### config.mk
export PLATFORM = sky130hd
export DESIGN_NAME = armleocpu_axi4lite_regif_flat
export DESIGN_NICKNAME = d
export VERILOG_FILES = /design/src/rtl/armleocpu_axi4lite_regif_pkg.sv /design/src/rtl/armleocpu_axi4lite_regif_if.sv /design/src/rtl/armleocpu_axi4lite_regif_regslot.sv /design/src/rtl/armleocpu_axi4lite_regif.sv /design/src/flat_wrapper.sv
export SDC_FILE = /design/constraint.sdc
export NUM_CORES = 1
export LEC_CHECK = 0
export CAP_MARGIN = 25
export CORE_ASPECT_RATIO = 1.1
export CORE_UTILIZATION = 47
export CTS_CLUSTER_DIAMETER = 80
export CTS_CLUSTER_SIZE = 28
export DETAILED_ROUTE_END_ITERATION = 7
export HOLD_SLACK_MARGIN = 0.06
export PLACE_DENSITY = 0.78
export SETUP_SLACK_MARGIN = 0.5
export SYNTH_ARGS = -nofsm -noshare
export SYNTH_HDL_FRONTEND = slang
export SYNTH_SLANG_ARGS = --single-unit
### constraint.sdc
create_clock -name clk -period 2.13 [get_ports clk]
set_input_delay 0.426 -clock clk [delete_from_list [all_inputs] [get_ports clk]]
set_output_delay 0.426 -clock clk [all_outputs]
set_load 0.01 [all_outputs]
### src/rtl/armleocpu_axi4lite_regif_pkg.sv
// Shared definitions for the AXI4-Lite register interface.
// Response codes and FSM state encodings.
package armleocpu_defines;

  localparam logic [1:0] AXI_RESP_OKAY   = 2'b00;
  localparam logic [1:0] AXI_RESP_SLVERR = 2'b10;

  localparam logic [2:0] ST_IDLE     = 3'd0;
  localparam logic [2:0] ST_W_ACCESS = 3'd1;
  localparam logic [2:0] ST_W_RESP   = 3'd2;
  localparam logic [2:0] ST_R_ACCESS = 3'd3;
  localparam logic [2:0] ST_R_RESP   = 3'd4;

endpackage

### src/rtl/armleocpu_axi4lite_regif_if.sv
// AXI4-Lite bus bundle between a master and the register interface.
// The master drives requests, the slave drives readies and responses.
interface armleocpu_axi4lite_regif_if #(
  parameter int ADDR_WIDTH = 32
);
  logic [ADDR_WIDTH-1:0] AXI_AWADDR;
  logic                  AXI_AWVALID;
  logic                  AXI_AWREADY;
  logic [31:0]           AXI_WDATA;
  logic [3:0]            AXI_WSTRB;
  logic                  AXI_WVALID;
  logic                  AXI_WREADY;
  logic [1:0]            AXI_BRESP;
  logic                  AXI_BVALID;
  logic                  AXI_BREADY;
  logic [ADDR_WIDTH-1:0] AXI_ARADDR;
  logic                  AXI_ARVALID;
  logic                  AXI_ARREADY;
  logic [31:0]           AXI_RDATA;
  logic [1:0]            AXI_RRESP;
  logic                  AXI_RVALID;
  logic                  AXI_RREADY;

  modport master (
    output AXI_AWADDR, AXI_AWVALID,
    input  AXI_AWREADY,
    output AXI_WDATA, AXI_WSTRB, AXI_WVALID,
    input  AXI_WREADY,
    input  AXI_BRESP, AXI_BVALID,
    output AXI_BREADY,
    output AXI_ARADDR, AXI_ARVALID,
    input  AXI_ARREADY,
    input  AXI_RDATA, AXI_RRESP, AXI_RVALID,
    output AXI_RREADY
  );

  modport slave (
    input  AXI_AWADDR, AXI_AWVALID,
    output AXI_AWREADY,
    input  AXI_WDATA, AXI_WSTRB, AXI_WVALID,
    output AXI_WREADY,
    output AXI_BRESP, AXI_BVALID,
    input  AXI_BREADY,
    input  AXI_ARADDR, AXI_ARVALID,
    output AXI_ARREADY,
    output AXI_RDATA, AXI_RRESP, AXI_RVALID,
    input  AXI_RREADY
  );
endinterface

### src/rtl/armleocpu_axi4lite_regif_regslot.sv
// One-entry holding register for a single AXI channel.
// Ready is purely the inverse of the full flag.
module armleocpu_regslot #(
  parameter int WIDTH = 32
) (
  input  logic             clk,
  input  logic             rst_n,
  input  logic             in_valid,
  output logic             in_ready,
  input  logic [WIDTH-1:0] in_data,
  input  logic             clear,
  output logic             full,
  output logic [WIDTH-1:0] data
);
  logic             r_full;
  logic [WIDTH-1:0] r_data;

  assign in_ready = !r_full;
  assign full     = r_full;
  assign data     = r_data;

  // Load on handshake, release when the consumer clears the slot
  always_ff @(posedge clk or negedge rst_n) begin
    if (!rst_n) begin
      r_full <= 1'b0;
      r_data <= '0;
    end else if (clear) begin
      r_full <= 1'b0;
    end else if (in_valid && !r_full) begin
      r_full <= 1'b1;
      r_data <= in_data;
    end
  end
endmodule

### src/rtl/armleocpu_axi4lite_regif.sv
// AXI4-Lite slave front end driving a simple strobe register bus.
// Buffers AW/W/AR, arbitrates round-robin, one access in flight.
module armleocpu_axi4lite_regif
  import armleocpu_defines::*;
#(
  parameter int ADDR_WIDTH  = 32,
  parameter int ALIGN_CHECK = 1
) (
  input  logic                  clk,
  input  logic                  rst_n,
  armleocpu_axi4lite_regif_if.slave axi,
  output logic [ADDR_WIDTH-1:0] address,
  output logic                  write,
  output logic                  read,
  output logic [31:0]           write_data,
  output logic [3:0]            write_byteenable,
  input  logic [31:0]           read_data,
  input  logic                  address_error,
  input  logic                  write_error
);
  logic [2:0]            r_state;
  logic                  r_rr;
  logic [ADDR_WIDTH-1:0] r_address;
  logic [31:0]           r_wdata;
  logic [3:0]            r_wbe;
  logic [1:0]            r_bresp;
  logic [1:0]            r_rresp;
  logic [31:0]           r_rdata;

  logic                  w_aw_full;
  logic                  w_w_full;
  logic                  w_ar_full;
  logic [ADDR_WIDTH-1:0] w_aw_data;
  logic [35:0]           w_w_data;
  logic [ADDR_WIDTH-1:0] w_ar_data;
  logic                  w_misaligned;
  logic                  w_wr_err;
  logic                  w_rd_err;
  logic                  w_wpend;
  logic                  w_rpend;
  logic                  w_pick_rd;
  logic                  w_pick_wr;

  armleocpu_regslot #(.WIDTH(ADDR_WIDTH)) u_aw (
    .clk      (clk),
    .rst_n    (rst_n),
    .in_valid (axi.AXI_AWVALID),
    .in_ready (axi.AXI_AWREADY),
    .in_data  (axi.AXI_AWADDR),
    .clear    (r_state == ST_W_ACCESS),
    .full     (w_aw_full),
    .data     (w_aw_data)
  );

  armleocpu_regslot #(.WIDTH(36)) u_w (
    .clk      (clk),
    .rst_n    (rst_n),
    .in_valid (axi.AXI_WVALID),
    .in_ready (axi.AXI_WREADY),
    .in_data  ({axi.AXI_WSTRB, axi.AXI_WDATA}),
    .clear    (r_state == ST_W_ACCESS),
    .full     (w_w_full),
    .data     (w_w_data)
  );

  armleocpu_regslot #(.WIDTH(ADDR_WIDTH)) u_ar (
    .clk      (clk),
    .rst_n    (rst_n),
    .in_valid (axi.AXI_ARVALID),
    .in_ready (axi.AXI_ARREADY),
    .in_data  (axi.AXI_ARADDR),
    .clear    (r_state == ST_R_ACCESS),
    .full     (w_ar_full),
    .data     (w_ar_data)
  );

  assign w_misaligned = (ALIGN_CHECK != 0) &&
                        (r_address[1:0] != 2'b00);
  assign w_wr_err = address_error | write_error | w_misaligned;
  assign w_rd_err = address_error | w_misaligned;

  assign w_wpend   = w_aw_full & w_w_full;
  assign w_rpend   = w_ar_full;
  assign w_pick_rd = w_rpend & (!w_wpend | !r_rr);
  assign w_pick_wr = w_wpend & (!w_rpend | r_rr);

  assign address          = r_address;
  assign write_data       = r_wdata;
  assign write_byteenable = r_wbe;
  assign write = (r_state == ST_W_ACCESS) && !w_wr_err;
  assign read  = (r_state == ST_R_ACCESS) && !w_rd_err;

  assign axi.AXI_BVALID = (r_state == ST_W_RESP);
  assign axi.AXI_BRESP  = r_bresp;
  assign axi.AXI_RVALID = (r_state == ST_R_RESP);
  assign axi.AXI_RRESP  = r_rresp;
  assign axi.AXI_RDATA  = r_rdata;

  // Arbitration, access sequencing and response capture
  always_ff @(posedge clk or negedge rst_n) begin
    if (!rst_n) begin
      r_state   <= ST_IDLE;
      r_rr      <= 1'b0;
      r_address <= '0;
      r_wdata   <= '0;
      r_wbe     <= '0;
      r_bresp   <= AXI_RESP_OKAY;
      r_rresp   <= AXI_RESP_OKAY;
      r_rdata   <= '0;
    end else begin
      unique case (r_state)
        ST_IDLE: begin
          if (w_pick_rd) begin
            r_state   <= ST_R_ACCESS;
            r_address <= w_ar_data;
            r_rr      <= 1'b1;
          end else if (w_pick_wr) begin
            r_state   <= ST_W_ACCESS;
            r_address <= w_aw_data;
            r_wdata   <= w_w_data[31:0];
            r_wbe     <= w_w_data[35:32];
            r_rr      <= 1'b0;
          end
        end
        ST_W_ACCESS: begin
          r_bresp <= w_wr_err ? AXI_RESP_SLVERR
                              : AXI_RESP_OKAY;
          r_state <= ST_W_RESP;
        end
        ST_W_RESP: begin
          if (axi.AXI_BREADY)
            r_state <= ST_IDLE;
        end
        ST_R_ACCESS: begin
          r_rdata <= w_rd_err ? 32'h0 : read_data;
          r_rresp <= w_rd_err ? AXI_RESP_SLVERR
                              : AXI_RESP_OKAY;
          r_state <= ST_R_RESP;
        end
        ST_R_RESP: begin
          if (axi.AXI_RREADY)
            r_state <= ST_IDLE;
        end
        default: r_state <= ST_IDLE;
      endcase
    end
  end
endmodule

### src/flat_wrapper.sv
// flat-port wrapper written by rule: the top's interface ports become plain ports
module armleocpu_axi4lite_regif_flat import armleocpu_defines::*;
#(
  parameter int ADDR_WIDTH  = 32,
  parameter int ALIGN_CHECK = 1
)
  (clk, rst_n, address, write, read, write_data, write_byteenable, read_data, address_error, write_error, axi_AXI_AWADDR, axi_AXI_AWVALID, axi_AXI_AWREADY, axi_AXI_WDATA, axi_AXI_WSTRB, axi_AXI_WVALID, axi_AXI_WREADY, axi_AXI_BRESP, axi_AXI_BVALID, axi_AXI_BREADY, axi_AXI_ARADDR, axi_AXI_ARVALID, axi_AXI_ARREADY, axi_AXI_RDATA, axi_AXI_RRESP, axi_AXI_RVALID, axi_AXI_RREADY);
  armleocpu_axi4lite_regif_if #(.ADDR_WIDTH(ADDR_WIDTH)) axi_i ();
  input  logic clk;
  input  logic rst_n;
  output logic [ADDR_WIDTH-1:0] address;
  output logic write;
  output logic read;
  output logic [31:0] write_data;
  output logic [3:0] write_byteenable;
  input  logic [31:0] read_data;
  input  logic address_error;
  input  logic write_error;
  input wire logic [$bits(axi_i.AXI_AWADDR)-1:0] axi_AXI_AWADDR;
  input wire logic [$bits(axi_i.AXI_AWVALID)-1:0] axi_AXI_AWVALID;
  output wire logic [$bits(axi_i.AXI_AWREADY)-1:0] axi_AXI_AWREADY;
  input wire logic [$bits(axi_i.AXI_WDATA)-1:0] axi_AXI_WDATA;
  input wire logic [$bits(axi_i.AXI_WSTRB)-1:0] axi_AXI_WSTRB;
  input wire logic [$bits(axi_i.AXI_WVALID)-1:0] axi_AXI_WVALID;
  output wire logic [$bits(axi_i.AXI_WREADY)-1:0] axi_AXI_WREADY;
  output wire logic [$bits(axi_i.AXI_BRESP)-1:0] axi_AXI_BRESP;
  output wire logic [$bits(axi_i.AXI_BVALID)-1:0] axi_AXI_BVALID;
  input wire logic [$bits(axi_i.AXI_BREADY)-1:0] axi_AXI_BREADY;
  input wire logic [$bits(axi_i.AXI_ARADDR)-1:0] axi_AXI_ARADDR;
  input wire logic [$bits(axi_i.AXI_ARVALID)-1:0] axi_AXI_ARVALID;
  output wire logic [$bits(axi_i.AXI_ARREADY)-1:0] axi_AXI_ARREADY;
  output wire logic [$bits(axi_i.AXI_RDATA)-1:0] axi_AXI_RDATA;
  output wire logic [$bits(axi_i.AXI_RRESP)-1:0] axi_AXI_RRESP;
  output wire logic [$bits(axi_i.AXI_RVALID)-1:0] axi_AXI_RVALID;
  input wire logic [$bits(axi_i.AXI_RREADY)-1:0] axi_AXI_RREADY;
  assign axi_i.AXI_AWADDR = axi_AXI_AWADDR;
  assign axi_i.AXI_AWVALID = axi_AXI_AWVALID;
  assign axi_AXI_AWREADY = axi_i.AXI_AWREADY;
  assign axi_i.AXI_WDATA = axi_AXI_WDATA;
  assign axi_i.AXI_WSTRB = axi_AXI_WSTRB;
  assign axi_i.AXI_WVALID = axi_AXI_WVALID;
  assign axi_AXI_WREADY = axi_i.AXI_WREADY;
  assign axi_AXI_BRESP = axi_i.AXI_BRESP;
  assign axi_AXI_BVALID = axi_i.AXI_BVALID;
  assign axi_i.AXI_BREADY = axi_AXI_BREADY;
  assign axi_i.AXI_ARADDR = axi_AXI_ARADDR;
  assign axi_i.AXI_ARVALID = axi_AXI_ARVALID;
  assign axi_AXI_ARREADY = axi_i.AXI_ARREADY;
  assign axi_AXI_RDATA = axi_i.AXI_RDATA;
  assign axi_AXI_RRESP = axi_i.AXI_RRESP;
  assign axi_AXI_RVALID = axi_i.AXI_RVALID;
  assign axi_i.AXI_RREADY = axi_AXI_RREADY;
  armleocpu_axi4lite_regif #(.ADDR_WIDTH(ADDR_WIDTH), .ALIGN_CHECK(ALIGN_CHECK)) u_core (.clk(clk), .rst_n(rst_n), .axi(axi_i), .address(address), .write(write), .read(read), .write_data(write_data), .write_byteenable(write_byteenable), .read_data(read_data), .address_error(address_error), .write_error(write_error));
endmodule
Yosys cells after proc, flatten, opt, wreduce, memory -nomap -nowiden:

Index checks and enable logic that the tools add are counted.

* bits in registers: 211
* output and inout bits: 111

* equality and inequality tests: 7
* muxes and demuxes: 18
* bitwise gates (word level): 11
* reductions and logical operators: 24

Operators by type and width (count)
* $mux 32: 3
* $pmux 3 s5: 1
* $mux 3: 4
* $reduce_bool 2->1: 5
* $mux 1: 8
* $reduce_and 2->1: 4
* $logic_not 1->1: 7
* $eq 3x2->1 const B: 2
* $reduce_and 3->1: 2
* $logic_and 1x1->1: 5
* $or 1x1->1: 5
* $mux 2: 2
* $ne 2x1->1 const B: 2
* $and 1x1->1: 3
* $eq 3x1->1 const B: 1
* $eq 3x3->1 const B: 1
* $logic_not 3->1: 1
* $ne 3x1->1 const B: 1
* $not 1->1: 3

Depth between registers and ports, before layout:

* depth in word-level cells: 6
* gate-level depth with buffers: 6
* depth with buffers taken out: 3

Hierarchy:

From an unflattened synthesis, not the netlist that was laid out.

* cells, all modules: 591
* area total of the unflattened synthesis: 8541.9 sq um

Modules (own cells, without submodules)
* armleocpu_axi4lite_regif: instances 1, cells an instance 366, area each 4503.1 sq um, seq. area each 2652.5 sq um
* armleocpu_regslot (u_core.u_ar ...): instances 2, cells an instance 72, area each 1249.9 sq um, seq. area each 825.8 sq um
* armleocpu_regslot (u_core.u_w): instances 1, cells an instance 81, area each 1539.0 sq um, seq. area each 925.9 sq um

Worst setup path before layout:

OpenSTA, ideal clock, no wires.

* path type: register to output
* start: reg u_core.r_state[2]
* end: out read
* arrival time: 1272 ps
* required time: 1704 ps
* setup slack: 432 ps
* stages on the path, launching flop included: 5
* cell sequence: dfrtp_1 -> nand3b_1 -> buf_4 -> nor4_4 -> buf_2

* cells in the longest elaborated chain, start to end: 2

Ends and longest elaborated chain
* start: declaration: RTL line armleocpu_axi4lite_regif.sv:21 `logic [2:0] r_state;`
* start signal: assignment: RTL line armleocpu_axi4lite_regif.sv:102 `r_state <= ST_IDLE;`
* start signal: assignment: RTL line armleocpu_axi4lite_regif.sv:114 `r_state <= ST_R_ACCESS;`
* start signal: assignment: RTL line armleocpu_axi4lite_regif.sv:118 `r_state <= ST_W_ACCESS;`
* $eq 3x2->1: RTL line armleocpu_axi4lite_regif.sv:91 `assign read = (r_state == ST_R_ACCESS) && !w_rd_err;`
* $logic_and 1x1->1: RTL line armleocpu_axi4lite_regif.sv:91
* end: declaration: RTL line flat_wrapper.sv:13 `output logic read;`

No other way between the ends.

Worst setup path after layout:

* start: reg u_core.r_state[0]
* end: reg u_core.u_w.r_data[19] (netlist: u_core.u_w.data[19])

* cells in the longest elaborated chain, start to end: 3

Ends and longest elaborated chain
* $eq 3x1->1: RTL line armleocpu_axi4lite_regif.sv:61 `.clear (r_state == ST_W_ACCESS),`
* $not 1->1 (no line)
* $reduce_and 2->1 (no line)
* end signal: assignment: RTL line armleocpu_axi4lite_regif_regslot.sv:31 `r_data <= in_data;`
* end: declaration: RTL line armleocpu_axi4lite_regif_regslot.sv:16 `logic [WIDTH-1:0] r_data;`

No other way between the ends.
A chain may end at the register's enable or synchronous reset.

==> impl_metrics.tcl <==
set metrics [dict create \
    wire_per_inst_um 23.20 \
    portBuffers 249 \
    initial_utilization_pct 47.99 \
    io-pin-count 252 \
    setup_viol 0 \
    crit_top_cell "buf_6" \
    drive_gt1_share_pct 35.69 \
    period_share_pct 91.90 \
    final_area_um2 12960 \
    first_iter_violations 263 \
    arrival_ps 2310 \
    placed_area_um2 10970 \
    max-slew-margin-rel_pct 66.44 \
    cts.htree.levels 1 \
    end_kind "flip-flop" \
    antenna_found_initial 0 \
    viasPerCell 5.543 \
    ant_nets 0 \
    min_path_type "in2async" \
    reg2reg_to "u_core.u_w.data[19]" \
    place_congestion 0.8057 \
    finalPower_uw 19670 \
    path_class "reg2reg" \
    utilization_pct 76.46 \
    worst_pin_slew_ps 503.4 \
    drv_slew 0 \
    drc 0 \
    syn_avg_cell_area_um2 15.71 \
    synth_area_um2 8135 \
    grt_setup_unrepaired "true" \
    drt_wl_total_um 24800 \
    drv_cap 0 \
    clockRootBuffer "clkbuf_16" \
    status "finished, final reports clean" \
    place_hpwl_um 13530 \
    skew_ps 14.67 \
    cp_max_fo 5 \
    first_pass_iters 4 \
    grt_overflow 0 \
    pre_cts_ws_ps -50.72 \
    ff2ff_path_depth 9 \
    p_leak_uw 0.005975 \
    cts_made_buffers 11 \
    cp_slowest_stage_delay_ps 430 \
    vdd_drop_max_uv 926.9 \
    core_area_um2 16950 \
    hold_viol 0 \
    grt_pass1_vias 6262 \
    period_needed_ps 1957 \
    required_ps 2480 \
    nNetsFinal 975 \
    netlist_instances 518 \
    diodes 0 \
    die_x_um 127.4 \
    yosysWarnings 0 \
    via_count 5925 \
    syn2layout_area_growth_pct 59.35 \
    cts_tree "built" \
    r2r-start "u_core.r_state[0]" \
    die_y_um 140.0 \
    powerDensity_nw_per_um2 1517 \
    layout_setup_ws_ps 172.6 \
    clock_sinks 209 \
    dieArea_um2 17840 \
    crit_path_start_kind "flip-flop" \
    track_usage_pct 25.72 \
    clkTransAtPathRegs_ps 110 \
    clk_latency_ps 470 \
    path_cells "buf_6, nor3b_4, buf_6, nor3b_4, buf_6, buf_8, buf_12, buf_12, mux2_4" \
    clk_path_buf_depth 3 \
    seq_area_frac_synth_pct 64.29 \
    layout_common_cells "202 x dfrtp_1, 139 x clkdlybuf4s50_1, 101 x mux2_4" \
    ys_seq_elements 209 \
    layout_commonest_cell "dfrtp_1" \
    grt_pass1_wl_um 35410 \
    grt_max_degree 59 \
    rrSetupSlack_ps 170 \
    ys_types 34 \
    slowest_stage "dfrtp_2" \
    fmax_ghz 0.5109 \
    rows 50 \
]
registers in the layout (all words and copies together) (netlist names), 3 cells and up:
register	count
u_core.write_byteenable	4
u_core.u_aw.data	32
u_core.r_state	3
u_core.u_ar.data	32
u_core.address	32
u_core.write_data	32
u_core.axi.AXI_RDATA	32
u_core.u_w.data	36
timing repair:
item	CTS	global route
cloned	14	12
buffers inserted	30	19
gates resized for setup	210	129
hold endpoints to repair	53	0
setup endpoints to repair	244	225
hold buffers	1	0
pin swaps	5	23
area by class of cell:
| class | count | area [µm²] |
|---|---|---|
| sequential | 209 | 5239 |
| fill | 1034 | 3990 |
| timing repair buffer | 343 | 3812 |
| multi-input combinational | 264 | 3304 |
| tap | 234 | 292.8 |
| clock buffer | 11 | 275.3 |
| clock inverter | 3 | 21.27 |
| inverter | 5 | 18.77 |
cell usage after synthesis (all sizes together):
cell type / n / share of area (%)
a21o: 1 / 0.092
a21oi: 2 / 0.12
a22o: 32 / 3.4
and3: 1 / 0.077
buf: 27 / 2.0
clkbuf: 14 / 0.65
conb: 1 / 0.046
dfrtp: 209 / 64
inv: 5 / 0.23
mux2: 136 / 19
nand2: 2 / 0.092
nand2b: 1 / 0.077
nand3: 2 / 0.12
nand3b: 1 / 0.092
nand4b: 32 / 3.4
nor2: 7 / 0.32
nor2b: 1 / 0.077
nor3: 3 / 0.32
nor3b: 3 / 0.48
nor4: 1 / 0.26
o2111ai: 1 / 0.18
o21a: 1 / 0.092
o21ai: 1 / 0.061
o221a: 32 / 4.4
o22a: 1 / 0.11
or3: 1 / 0.077
metal layers:
layer | track usage (%) | routed length, µm
met3 | 5.806 | 1882
met2 | 43.89 | 12350
met1 | 32.32 | 9773
met5 | 0 | 0
met4 | 8.521 | 800
cell families (layout without fill, tap and decap cells):
family          count (synthesis)  after routing  share of synthesized area, %
compound gates                 71             71                         8.536
buf+inv                        46            362                         2.861
other cells                     1              2                       0.04610
simple gates                   55             55                         5.445
mux                           136            136                         18.82
flops                         209            209                         64.29
metrics by stage:
| step | std cells | TNS (ps) | hold slack (ps) |
|---|---|---|---|
| after detailed placement | 979 | -61.32 | 441.9 |
| after CTS | 1038 | 0 | 499.6 |
| final | 1069 | 0 | 503.8 |
| after global placement | 979 | -67.11 | 439.0 |
| after global routing | 1069 | 0 | 522.6 |
| after floorplan | 519 | 0 | 130.4 |
critical path, delay by kind of cell, from the launching register on:
family                 cells  cell delay, ps
buffers and inverters      6             720
DFF                        1             430
muxes                      1             300
and+or+nand+nor            2             390
worst max-delay path by stage:
stage | startpoint | end | slack, ps | cells past startpoint
3_3_place_gp | address_error | write | -70 | 5
4_1_cts | u_core.address[1] | read | 190 | 3
6_report | u_core.r_state[0] | u_core.u_w.data[19] | 170 | 9
3_5_place_dp | address_error | write | -50 | 5
5_1_grt | u_core.r_state[0] | write | 100 | 5
2_1_floorplan | u_core.r_state[2] | read | 490 | 4
power by group:
group / switching (µW) / internal, µW / total [µW]
Combinational: 4000 / 6310 / 10300
Sequential: 1190 / 5960 / 7150
Clock: 1250 / 956 / 2210
Note: power is estimated with default switching activity, not from simulation.
==> variant 1, RTL diff (config.mk and constraints unchanged) <==
`ADDR_WIDTH` is set to 32 in 3 places; all go to 48.
--- a/src/rtl/armleocpu_axi4lite_regif_if.sv
+++ b/src/rtl/armleocpu_axi4lite_regif_if.sv
@@ -1,7 +1,7 @@
 // AXI4-Lite bus bundle between a master and the register interface.
 // The master drives requests, the slave drives readies and responses.
 interface armleocpu_axi4lite_regif_if #(
-  parameter int ADDR_WIDTH = 32
+  parameter int ADDR_WIDTH = 48
 );
   logic [ADDR_WIDTH-1:0] AXI_AWADDR;
   logic                  AXI_AWVALID;
--- a/src/rtl/armleocpu_axi4lite_regif.sv
+++ b/src/rtl/armleocpu_axi4lite_regif.sv
@@ -3,7 +3,7 @@
 module armleocpu_axi4lite_regif
   import armleocpu_defines::*;
 #(
-  parameter int ADDR_WIDTH  = 32,
+  parameter int ADDR_WIDTH  = 48,
   parameter int ALIGN_CHECK = 1
 ) (
   input  logic                  clk,
--- a/src/flat_wrapper.sv
+++ b/src/flat_wrapper.sv
@@ -1,7 +1,7 @@
 // flat-port wrapper written by rule: the top's interface ports become plain ports
 module armleocpu_axi4lite_regif_flat import armleocpu_defines::*;
 #(
-  parameter int ADDR_WIDTH  = 32,
+  parameter int ADDR_WIDTH  = 48,
   parameter int ALIGN_CHECK = 1
 )
   (clk, rst_n, address, write, read, write_data, write_byteenable, read_data, address_error, write_error, axi_AXI_AWADDR, axi_AXI_AWVALID, axi_AXI_AWREADY, axi_AXI_WDATA, axi_AXI_WSTRB, axi_AXI_WVALID, axi_AXI_WREADY, axi_AXI_BRESP, axi_AXI_BVALID, axi_AXI_BREADY, axi_AXI_ARADDR, axi_AXI_ARVALID, axi_AXI_ARREADY, axi_AXI_RDATA, axi_AXI_RRESP, axi_AXI_RVALID, axi_AXI_RREADY);
Interface: changed (resized address, axi_AXI_ARADDR and axi_AXI_AWADDR); port bits go from 252 to 300. No check against the original RTL was run, so the function may have changed too.
==> variant 1 against the unedited design <==
  * Clock skew is 0.0081 ns higher
  * First-iteration DRC count is 31% higher
  * Wire length is 35% higher
  * Hold slack worse by 0.13 ns
  * Count of clock-buffer cells in the layout is 4 higher
  * Sequential cell count is 48 higher
  * Area after synthesis is 24% higher
  * Final cell count is 24% higher
  * Clock power is 24% higher
  * Die area is 23% higher
  * Total power is 22% higher
  * Design area is 21% higher
  * Worst setup slack worse by 0.072 ns
==> variant 1: results <==
[status]
outcome = "completed"

[layout]
nets = 1203
drive_above_1_share_pct = 33.14
fillers = 1289

[synthesis]
yosysUniqueCellTypes = 32
seq_area_frac_synth_pct = 64.00
synth_area_leaders = "dfrtp_1, mux2_2, mux2_1"
synthTopCellsByCount = "dfrtp_1, mux2_2, mux2_1"
ys_warn_count = 0
async_flop_share_pct = 100.0
avgSynthCellArea_sq_um = 15.68
synth-main-ff-cell = "dfrtp_1"

[place]
portBuffers = 297
dp_hpwl_mm = 17.37
preCtsSetupSlack_ns = -0.1099
place_congestion = 0.8051

[grt]
track_usage_pct = 28.09
grt_pass1_vias = 7661
grt_use_met1_pct = 35.83
grt_max_degree = 64
antenna_found_initial = 3
grt_pass1_wl_mm = 45.77
use_met3_pct = 5.448
grtUsageMet2_pct = 46.94

[clock_tree]
clockRootBuffer = "clkbuf_16"
h-tree-depth = 1
cts_buffers = 13
clk_pin_slew_ns = 0.11
insertion_delay_ns = 0.49
cts_buffer_depth = 3

[power_and_ir_drop]
cellLeakagePower_uw = 0.006991
vdd_drop_max_mv = 0.8760
switching_share_pct = 33.45

[critical_path]
slowest_stage = "dfrtp_2"
slowest_delay_ns = 0.47
crit_path_max_fanout = 5
cp.arrival_ns = 2.39

[sta]
slew_headroom_pct = 58.46
final-max-slew-violation-count = 0
fin_worst_skew_ns = 0.02272

[detailed_routing]
wirelength_mm = 33.40
vias = 7498
first_pass_iters = 5
vias_per_cell = 5.663
drt_iter0_drc = 344

[worst_hold_path]
min_path_type = "in2async"
[variant 1: power groups by stage]
stage / logic (uW) / registers (uW) / clock network [uW]
finish: 12600 / 8760 / 2740
global route: 13200 / 9000 / 2950
CTS: 10800 / 8590 / 2790
detailed placement: 9090 / 8770 / 0
global placement: 8840 / 8660 / 0
floorplan: 4550 / 8930 / 0
[variant 1: kinds of logic (layout without fill, tap and decap cells)]
family / Yosys count / after routing / share of synthesized area (%)
flops: 257 / 257 / 64.00
mux: 168 / 168 / 18.83
compound gates: 87 / 87 / 8.642
other cells: 1 / 6 / 0.03732
buf+inv: 57 / 450 / 2.827
simple gates: 71 / 71 / 5.666
[variant 1: what timing repair did]
action / 4_1_cts / 5_1_grt
pin swaps: 4 / 8
hold buffers: 1 / 0
endpoints found under the setup margin: 325 / 293
cloned: 25 / 6
buffers inserted: 37 / 39
resized for setup: 197 / 163
endpoints found under the hold margin: 24 / 0
[variant 1: worst paths after layout]
check / from / end / slack [ns] / cells past startpoint
min in group clk: u_core.u_ar.data[43] / u_core.u_ar.data[43] / 0.48 / 1
setup reg to reg: u_core.r_state[2] / u_core.axi.AXI_BRESP[1] / 0.10 / 11
hold reg to reg: u_core.u_ar.data[43] / u_core.u_ar.data[43] / 0.48 / 1
setup / recovery: u_core.r_state[2] / u_core.axi.AXI_BRESP[1] / 0.10 / 11
hold / removal: rst_n / u_core.u_ar.data[24] / 0.38 / 2
max in group asynchronous: rst_n / u_core.address[1] / 1.11 / 3
[variant 1: metrics by stage]
stage | area [sq um] | util [%]
floorplan | 10090 | -
CTS | 14890 | 71.63
detailed placement | 13500 | 64.97
finish | 15740 | 75.76
global placement | 13500 | 64.97
global route | 15740 | 75.74
[variant 1: routing by layer]
metal | vias up | wire length [um]
met5 | - | 0
met2 | 328 | 16590
li1 | 3204 | -
met1 | 3898 | 13170
met3 | 68 | 2354
met4 | 0 | 1291
[variant 1: cell type report]
| type | count | share of cell area, % |
|---|---|---|
| diodes | 4 | 0.06358 |
| clock buffers | 15 | 2.114 |
| clock inverters | 5 | 0.2543 |
| inverters | 5 | 0.1192 |
| multi-input cells | 328 | 23.71 |
| flip-flops and latches | 257 | 40.91 |
| well taps | 285 | 2.265 |
| repair buffers | 425 | 30.57 |
[variant 1: worst max-delay path: cells and delay by family (launching register included)]
family                 cells  cell delay [ns]
buffers and inverters      8             0.84
DFF                        1             0.47
and+or+nand+nor            2             0.40
AOI/OAI and AO/OA          1             0.20
==> variant 2, RTL diff (same settings) <==
Without the edit above. Make the reset (`rst_n`) synchronous in 2 clocked blocks.
--- a/src/rtl/armleocpu_axi4lite_regif_regslot.sv
+++ b/src/rtl/armleocpu_axi4lite_regif_regslot.sv
@@ -20,7 +20,7 @@
   assign data     = r_data;
 
   // Load on handshake, release when the consumer clears the slot
-  always_ff @(posedge clk or negedge rst_n) begin
+  always_ff @(posedge clk) begin
     if (!rst_n) begin
       r_full <= 1'b0;
       r_data <= '0;
--- a/src/rtl/armleocpu_axi4lite_regif.sv
+++ b/src/rtl/armleocpu_axi4lite_regif.sv
@@ -97,7 +97,7 @@
   assign axi.AXI_RDATA  = r_rdata;
 
   // Arbitration, access sequencing and response capture
-  always_ff @(posedge clk or negedge rst_n) begin
+  always_ff @(posedge clk) begin
     if (!rst_n) begin
       r_state   <= ST_IDLE;
       r_rr      <= 1'b0;
Check against the original RTL: differs if rst_n is asserted again (counterexample within 4 cycles, from zero or initial values and one cycle with rst_n low); with rst_n held inactive, the same outputs for 4 cycles.
==> variant 2 against the unedited design <==
  * Critical path depth shrank 5
  * Worst setup slack got worse by 0.13 ns
  * Design area fell by 3.4%
  * Sequential cell count is the same
  * Wire length grew 16%
  * Area after synthesis grew 4.3%
  * Final cell count rose by 31%
  * Critical path type is now reg2out
Power is not compared: it rests on default switching activity, and its combinational part moved more than twofold at a synthesized area within 25%.
==> variant 2: results <==
[layout]
drive_above_1_share_pct = 13.90
multi_input_area_sq_um = 4395
fillers = 1373
nets = 1300

[detailed_routing]
wirelength_mm = 28.67
vias_per_cell = 6.092
first_pass_iters = 5

[place]
dp_hpwl_mm = 15.94
place_congestion = 0.7750

[synthesis]
seq_area_frac_synth_pct = 49.29
async_flop_share_pct = 0
synth-main-ff-cell = "dfxtp_1"
synth_area_leaders = "dfxtp_1, a21oi_1, nand3_1"
yosysUniqueCellTypes = 38

[grt]
grt_pass1_wl_mm = 41.61
grt_max_degree = 76
track_usage_pct = 28.30

[critical_path]
cp.arrival_ns = 1.66
crit_path_max_fanout = 2
rr_worst_depth = 7
rrSetupSlack_ns = 0.35
cp-startpoint = "u_core.address[0]"
timing.rr.start = "u_core.r_state[1]"
crit_end = "write"
worst-setup-path-type = "reg2out"
worst_r2r_endpoint = "u_core.write_data[6]"

[sta]
fin_worst_skew_ns = 0.02040
slew_headroom_pct = 50.73

[status]
outcome = "completed"

[worst_hold_path]
min_path_type = "reg2reg"
==> variant 2: kinds of logic (layout without fill, tap and decap cells) <==
group	count (synthesis)	in the layout	synth area share [%]
buf+inv	128	332	6.574
other cells	1	2	0.04418
flops	209	209	49.29
simple gates	207	207	13.66
compound gates	408	408	30.42
==> variant 2: worst min-delay path by stage <==
stage	cells past startpoint	start	endpoint
detailed placement	2	u_core.u_w.data[21]	u_core.write_data[21]
CTS	2	u_core.u_w.data[21]	u_core.write_data[21]
floorplan	2	u_core.u_w.data[32]	u_core.write_byteenable[0]
global route	2	u_core.u_w.data[7]	u_core.write_data[7]
global placement	2	u_core.u_w.data[3]	u_core.write_data[3]
finish	2	u_core.u_w.data[21]	u_core.write_data[21]
==> variant 2: power by group <==
group	total, uW	switching (uW)	internal (uW)	leakage, uW
Clock	2230	1270	958	0.000143
Combinational	2080	1120	968	0.00307
Sequential	4260	123	4140	0.00171
Total	8570	2510	6060	0.00492
==> variant 2: through the flow <==
stage                     instances  utilization, %  cell area, sq um   TNS (ns)
after floorplan                 954               -              8523          0
after global placement         1355           63.17             11170    -0.7901
after detailed placement       1355           63.17             11170    -0.8136
after CTS                      1382           66.06             11680          0
after global routing           1396           70.84             12520  -0.009346
final                          1396           70.84             12520          0
==> variant 2: final cells by class <==
class,count,area share (%)
clock inverter,1,0.1299
clock buffer,11,2.198
inverter,5,0.1699
tap,238,2.378
sequential,209,33.57
timing repair buffer,315,26.45
multi-input combinational,617,35.11
==> variant 2: what timing repair did <==
item	in CTS	in global routing
setup endpoints to repair	201	151
setup buffers	10	6
gates cloned	5	8
endpoints found under the hold margin	0	0
pin swaps	16	90
gates resized for setup	165	107
==> variant 2: worst max-delay path, cell delays in order (launching register included) <==
cell,delay [ns]
dfxtp_2,0.34
or3_4,0.40
buf_6,0.13
nor3_4,0.16
buf_2,0.17
==> variant 2: routing by layer <==
metal  wire length (um)  global-route usage (%)  vias up
met1              11460                   37.37     4146
met5                  0                       0        -
met3               2268                   4.608       46
li1                   -                       -     3947
met2              14380                   48.18      365
met4                558                   6.242        0
